$ cat config.mk
export PLATFORM = sky130hd
export DESIGN_NAME = video_timing_gen
export DESIGN_NICKNAME = d
export VERILOG_FILES = /design/src/rtl/video_timing_gen.sv
export SDC_FILE = /design/constraint.sdc
export NUM_CORES = 1
export LEC_CHECK = 0
export CAP_MARGIN = 20
export CORE_MARGIN = 2
export CORE_UTILIZATION = 40
export CTS_BUF_LIST = sky130_fd_sc_hd__clkbuf_16
export CTS_CLUSTER_SIZE = 8
export DETAILED_ROUTE_END_ITERATION = 8
export GPL_ROUTABILITY_DRIVEN = 0
export PLACE_DENSITY_LB_ADDON = 0.3
export SLEW_MARGIN = 5
export SYNTH_ARGS = -nofsm -noshare
export SYNTH_HDL_FRONTEND = slang
export SYNTH_SLANG_ARGS = --single-unit
$ cat constraint.sdc
create_clock -name CLK_VIDEO -period 3.9 [get_ports CLK_VIDEO]
set_input_delay 0.585 -clock CLK_VIDEO [delete_from_list [all_inputs] [get_ports CLK_VIDEO]]
set_output_delay 0.585 -clock CLK_VIDEO [all_outputs]
set_load 0.03 [all_outputs]
$ cat src/rtl/video_timing_gen.sv
// rtl/video_timing_gen.sv - parametrised progressive raster timing generator with pixel clock enable
module video_timing_gen #(
  parameter int       H_ACT  = 640,
  parameter int       H_FP   = 16,
  parameter int       H_SYNC = 96,
  parameter int       H_BP   = 48,
  parameter int       V_ACT  = 480,
  parameter int       V_FP   = 10,
  parameter int       V_SYNC = 2,
  parameter int       V_BP   = 33,
  parameter logic     HS_POL = 1'b0,
  parameter logic     VS_POL = 1'b0,
  parameter int       XW     = 12,
  parameter int       YW     = 12,
  parameter int       DW     = 4
) (
  input  logic          CLK_VIDEO,
  input  logic          RESET,
  input  logic          ENABLE,
  input  logic [DW-1:0] CE_DIV,
  output logic          CE_PIXEL,
  output logic          VGA_HS,
  output logic          VGA_VS,
  output logic          VGA_DE,
  output logic          HBLANK,
  output logic          VBLANK,
  output logic [XW-1:0] PIX_X,
  output logic [YW-1:0] PIX_Y,
  output logic          LINE_START,
  output logic          FRAME_START
);

  localparam int H_TOT = H_ACT + H_FP + H_SYNC + H_BP;
  localparam int V_TOT = V_ACT + V_FP + V_SYNC + V_BP;
  localparam logic [XW-1:0] H_LAST = XW'(H_TOT - 1);
  localparam logic [YW-1:0] V_LAST = YW'(V_TOT - 1);

  logic [DW-1:0] div_cnt;
  logic [DW-1:0] div_lat;
  logic [XW-1:0] nx;
  logic [YW-1:0] ny;

  logic [31:0] x32;
  logic [31:0] y32;
  logic        div_hit;
  logic        step;
  logic        x_wrap;
  logic        last_pix;
  logic        hb_n;
  logic        vb_n;
  logic        hs_act;
  logic        vs_act;

  // Decode of the position about to be presented; compared in 32 bits so a sync
  // window ending exactly at 2^XW cannot wrap to zero.
  always_comb begin
    x32      = 32'(nx);
    y32      = 32'(ny);
    div_hit  = (div_cnt == div_lat);
    step     = ENABLE && div_hit;
    x_wrap   = (nx == H_LAST);
    last_pix = x_wrap && (ny == V_LAST);
    hb_n     = (x32 >= H_ACT);
    vb_n     = (y32 >= V_ACT);
    hs_act   = (x32 >= H_ACT + H_FP) && (x32 < H_ACT + H_FP + H_SYNC);
    vs_act   = (y32 >= V_ACT + V_FP) && (y32 < V_ACT + V_FP + V_SYNC);
  end

  // Pixel clock divider; the ratio only changes at the frame boundary so a frame
  // never mixes pixel rates.
  always_ff @(posedge CLK_VIDEO) begin
    if (RESET) begin
      div_cnt  <= '0;
      div_lat  <= CE_DIV;
      CE_PIXEL <= 1'b0;
    end else if (step) begin
      div_cnt  <= '0;
      CE_PIXEL <= 1'b1;
      if (last_pix) begin
        div_lat <= CE_DIV;
      end
    end else begin
      CE_PIXEL <= 1'b0;
      if (ENABLE) begin
        div_cnt <= div_cnt + DW'(1);
      end
    end
  end

  // Next-position counters, advanced once per pixel enable.
  always_ff @(posedge CLK_VIDEO) begin
    if (RESET) begin
      nx <= '0;
      ny <= '0;
    end else if (step) begin
      if (x_wrap) begin
        nx <= '0;
        ny <= (ny == V_LAST) ? '0 : ny + YW'(1);
      end else begin
        nx <= nx + XW'(1);
      end
    end
  end

  // Registered outputs take the decode on the same edge that raises CE_PIXEL,
  // and hold between pulses; strobes live for that one cycle only.
  always_ff @(posedge CLK_VIDEO) begin
    if (RESET) begin
      VGA_HS      <= ~HS_POL;
      VGA_VS      <= ~VS_POL;
      VGA_DE      <= 1'b0;
      HBLANK      <= 1'b1;
      VBLANK      <= 1'b1;
      PIX_X       <= '0;
      PIX_Y       <= '0;
      LINE_START  <= 1'b0;
      FRAME_START <= 1'b0;
    end else if (step) begin
      VGA_HS      <= hs_act ? HS_POL : ~HS_POL;
      VGA_VS      <= vs_act ? VS_POL : ~VS_POL;
      VGA_DE      <= !hb_n && !vb_n;
      HBLANK      <= hb_n;
      VBLANK      <= vb_n;
      PIX_X       <= nx;
      PIX_Y       <= ny;
      LINE_START  <= (nx == '0);
      FRAME_START <= (nx == '0) && (ny == '0);
    end else begin
      LINE_START  <= 1'b0;
      FRAME_START <= 1'b0;
    end
  end

endmodule

== Word-level counts from Yosys, hierarchy flattened ==
Cells that the tools add are included.
Word-level totals
  output and inout bits: 32
  bits of input ports: 7
  bits in registers: 64
Operators by class
  reductions and logical operators: 16
  add/sub/neg operators: 3
  order comparisons: 6
  muxes and demuxes: 8
  bitwise logic cells: 1
  equality and inequality tests: 3
Operator list (number)
  $add 12x1->12 const B: 2
  $eq 12x10->1 const B: 2
  $ge 12x10->1 const B: 2
  $ge 12x9->1 const B: 2
  $logic_not 12->1: 2
  $mux 12: 2
  $lt 12x10->1 const B: 1
  $lt 12x9->1 const B: 1
  $mux 4: 3
  $logic_and 1x1->1: 6
  $add 4x1->4 const B: 1
  $eq 4x4->1: 1
  $reduce_and 2->1: 2
  $reduce_bool 2->1: 2
  $reduce_or 2->1: 2
  $mux 1: 3
  $logic_not 1->1: 2
  $not 1->1: 1

== Depth between registers and ports, before layout ==
  depth in word-level cells: 5
  depth in mapped cells: 7
  gate-level depth less buffers: 6

== Least setup slack after synthesis ==
No wires, ideal clock.
  path type: register to register
  start: reg nx[0]
  end: reg div_lat[0], enable pin
  data required time: 3.585 ns
  arrival: 1.664 ns
  period minus slack after synthesis: 1.979 ns
  buffers on the path: 1
  slack: 1.921 ns
  stages on the path, launching flop included: 7
  cells stage by stage: dfxtp_1 -> ha_1 -> and3_1 -> nand4_1 -> nor3_2 -> a21o_1 -> buf_2
Between the ends
  word-level cells in the longest chain between the ends: 4
Ends and longest elaborated chain
  start: declaration: RTL line 40  | logic [XW-1:0] nx;
  start signal: assignment: RTL line 100  | nx <= nx + XW'(1);
  $eq 12x10->1: RTL line 61  | x_wrap = (nx == H_LAST);
  $logic_and 1x1->1: RTL line 62  | last_pix = x_wrap && (ny == V_LAST);
  $reduce_bool 2->1 (no line)
  $reduce_and 2->1 (no line)
  end signal: assignment: RTL line 74  | div_lat <= CE_DIV;
  end signal: assignment: RTL line 80  | div_lat <= CE_DIV;
  end: declaration: RTL line 39  | logic [DW-1:0] div_lat;
No other way between the ends.
A chain may end at the register's enable or synchronous reset.

== Worst setup path in the final report ==
  start: reg div_lat[0]
  end: reg FRAME_START
Between the ends
  word-level cells in the longest chain between the ends: 4
Ends and longest elaborated chain
  $eq 4x4->1: RTL line 59  | div_hit = (div_cnt == div_lat);
  $logic_and 1x1->1: RTL line 60  | step = ENABLE && div_hit;
  $not 1->1 (no line)
  $reduce_or 2->1 (no line)
  end signal: assignment: RTL line 127  | FRAME_START <= (nx == '0) && (ny == '0);
  end: declaration: RTL line 30  | output logic FRAME_START
No other way between the ends.

==> key figures <==
Floorplan
  • Effective utilization at floorplan: 41.3%
  • Die H: 90.8 microns
  • Core ar.: 0.00729 sq mm
  • Top-level port count: 39
  • Die Area: around 0.0082 sq mm
  • Row cnt: 31
  • X dimension of the die: 90.8 microns

Job
  • Max-Cap Viols: 0

Clocking
  • Cts bufs inserted: 9
  • Clock sinks: 64
  • CTS root buffer: clkbuf_16
  • Bufs on Longest Clock Path: 2
  • CTS tree: done
  • Clock latency on the worst-skew pair: about 0.33 ns
  • Cts repair resizes: 0
  • CTS Hold Bufs: 0
  • Total number of H-tree levels: 3
  • Clock-pin slew on the worst setup and hold paths: around 0.05 ns
  • Post-CTS setup-driven buffer insertion count: 0

STA
  • Setup repair after global routing missed its margin: no
  • Setup tns final: 0 ns
  • Fin crit period: 2.55 ns
  • Max-Slew Margin vs Limit: 44.3%
  • Slew Viols, Final: 0
  • Post-route worst setup slack: 1.35 ns
  • Max Fclk: 0.393 GHz
  • Fin. Hold Viols: 0
  • Clock skew: approximately 0.0044 ns
  • Final period util: 65.3%
  • Slew at the pin with the worst max-slew slack: around 0.84 ns
  • Final setup fails: 0

Worst setup path
  • Crit-path max FO: 25
  • Data required time of the worst path: 4.17 ns
  • Startpoint class of the critical path: flip-flop
  • Worst Path Arrival: 2.82 ns
  • Startpoint-to-endpoint class of the critical path: reg2reg
  • Kind of end point of the critical path: flip-flop

Synthesis
  • Post-synthesis register bit count: 64
  • Portion of the post-synthesis area used by sequential elements: a little over two fifths
  • Post-synth EDFFs: 4
  • Netlist area before placement: 0.00301 sq mm
  • Top cell type's share of synthesized area: 39.9%
  • Share of flip-flops with an asynchronous set or reset after synthesis: 0%
  • Count of cell types in the netlist: between 40 and 50
  • Avg Cell Area, Syn: 9.24 sq um
  • Cell types with the largest area share after synthesis: dfxtp_1 (40%), nand2_1 (7.2%), xnor2_1 (5.8%)
  • Most area-hungry cell type in the Yosys netlist: dfxtp_1
  • Count of yosys warnings during synthesis: 0
  • Top FF cell, synth: dfxtp_1
  • Post-synthesis instance total: between 300 and 400
  • Post-Syn Nets: 338

Cells and area
  • Commonest cells after routing, fill and taps aside: dfxtp_1 (60), nand2_1 (58), clkdlybuf4s50_1 (37)
  • Fillers: 710
  • Relative area change from synthesis to final layout: 24.5%
  • FF/Latch Area: 0.00132 sq mm
  • Net count, final: around 370
  • ANT cells: 0
  • Share of cells above drive strength 1: 15.2%
  • Most common cell after layout, fill and taps aside: dfxtp_1
  • Multi-input gate area: 0.00153 sq mm
  • Final instance area: 0.00375 sq mm
  • Share of the core filled with cells in the final layout: 51.4%

Drt
  • Total routed wirelength: roughly 6.3 mm
  • Antenna violation net count after detailed routing: 0
  • Total via count in the routed design: 2390
  • Via density: 5.18
  • Pre-antenna DRT Iters: 4
  • Initial DRC count: 150
  • Average detailed-routed wire length per instance: 13.6 microns
  • Remaining design rule violation count: 0

Pwr
  • Leakage power total: 1.26 nW
  • Clk network pwr share: 52.6%
  • Worst VDD drop: around 0.24 mV
  • Switching portion of total power: 21.5%
  • Int Power: roughly 0.0013 W
  • Power Dens Cells: 426 mW/mm^2
  • Sequential fraction of design power: 42.4%
  • Net Sw Power: roughly 0.00034 W
  • Share of power burned in combinational logic: 5.0%

Min path
  • Tightest Hold Check Type: reg2reg

GRT
  • Via count of the first global-routing pass: 2255
  • Wire length of the first global-routing pass: 10.9 mm
  • Global router's overall resource usage: 16.4%
  • Largest net degree at the start of global routing: 51
  • Total grt overflow: 0
  • Initial antenna violation count: 0

Place
  • Post-Place Setup Slack: about 1.2 ns
  • Placed wire-length estimate: 4.30 mm
  • IO Port Bufs: 38
  • Placed inst area: 0.00343 sq mm

Outcome
  • Result of the run: finished clean
## metrics by stage
| step | cells | hold slack [ns] | total power [W] |
|---|---|---|---|
| floorplan | 326 | 0.457 | 0.000754 |
| CTS | 461 | 0.454 | 0.00162 |
| finish | 461 | 0.452 | 0.00160 |
| detailed placement | 445 | 0.446 | 0.000771 |
| global route | 461 | 0.467 | 0.00165 |
| global placement | 445 | 0.444 | 0.000770 |
## cell usage after synthesis (4+ instances only)
| cell type | number |
|---|---|
| nor2_1 | 14 |
| nand3_1 | 10 |
| buf_6 | 4 |
| nor4_4 | 6 |
| inv_1 | 7 |
| buf_2 | 6 |
| nor4_1 | 5 |
| nor3_1 | 11 |
| edfxtp_1 | 4 |
| nor4_2 | 8 |
| nand2_1 | 58 |
| nand4_1 | 9 |
| a211o_1 | 4 |
| xnor2_1 | 20 |
| a21oi_1 | 30 |
| dfxtp_1 | 60 |
| and3_1 | 6 |
| clkbuf_1 | 11 |
| and2_1 | 4 |
| ha_1 | 5 |
| nor3_2 | 14 |
## cell type report
class	instances	area share, %
clock buffers	9	6.01
clock inverters	7	2.57
inverters	7	0.701
multi-input cells	230	40.8
flip-flops and latches	64	35.2
well taps	99	3.30
repair buffers	45	11.4
## critical path, cell delays in order (launching register included)
cell and delay [ns]:
edfxtp_1 0.38, nor2b_1 0.14, a2111o_1 0.37, buf_4 0.25
or2_1 0.55, buf_4 0.34, nor4_4 0.22, and4b_1 0.21
## registers in the layout, indices dropped and copies added, names as in the netlist
signal       flops
PIX_X           12
PIX_Y           12
nx              12
ny              12
div_cnt          4
div_lat          4
CE_PIXEL         1
FRAME_START      1
HBLANK           1
LINE_START       1
VBLANK           1
VGA_DE           1
VGA_HS           1
VGA_VS           1
## power by group through the flow
stage,sequential [W],combinational [W],clock [W]
6_report,0.000676,0.0000801,0.000841
3_5_place_dp,0.000691,0.0000809,0
5_1_grt,0.000678,0.0000873,0.000890
3_3_place_gp,0.000690,0.0000800,0
2_1_floorplan,0.000694,0.0000600,0
4_1_cts,0.000676,0.0000812,0.000862
## final timing paths
| kind | start | cells after the start | endpoint | slack [ns] |
|---|---|---|---|---|
| setup / recovery | div_lat[0] | 7 | FRAME_START | 1.35 |
| setup reg to reg | div_lat[0] | 7 | FRAME_START | 1.35 |
| hold / removal | PIX_Y[8] | 2 | PIX_Y[8] | 0.45 |
| hold reg to reg | PIX_Y[8] | 2 | PIX_Y[8] | 0.45 |
## cells by family (layout without fill, tap and decap cells)
logic type / Yosys count / after routing / share of synthesized area [%]
AND/OR/NAND/NOR: 157 / 157 / 32.7
AO/OA/AOI/OAI: 43 / 43 / 8.39
adder cells (fa/ha/maj): 5 / 5 / 2.08
flip-flops: 64 / 64 / 43.9
buffers and inverters: 32 / 68 / 5.61
XOR/XNOR: 23 / 23 / 6.69
multiplexers: 2 / 2 / 0.706
## per-layer routing
layer | track usage, % | wire length [microns] | part of all wire (%) | up-vias
li1 | - | - | - | 1201
met1 | 23.0 | 3200 | 51 | 1112
met2 | 23.5 | 2650 | 42 | 64
met3 | 5.01 | 334 | 5.3 | 13
met4 | 6.31 | 111 | 1.8 | 0
met5 | 0 | 0 | 0 | -
(Power assumes the default switching activity.)
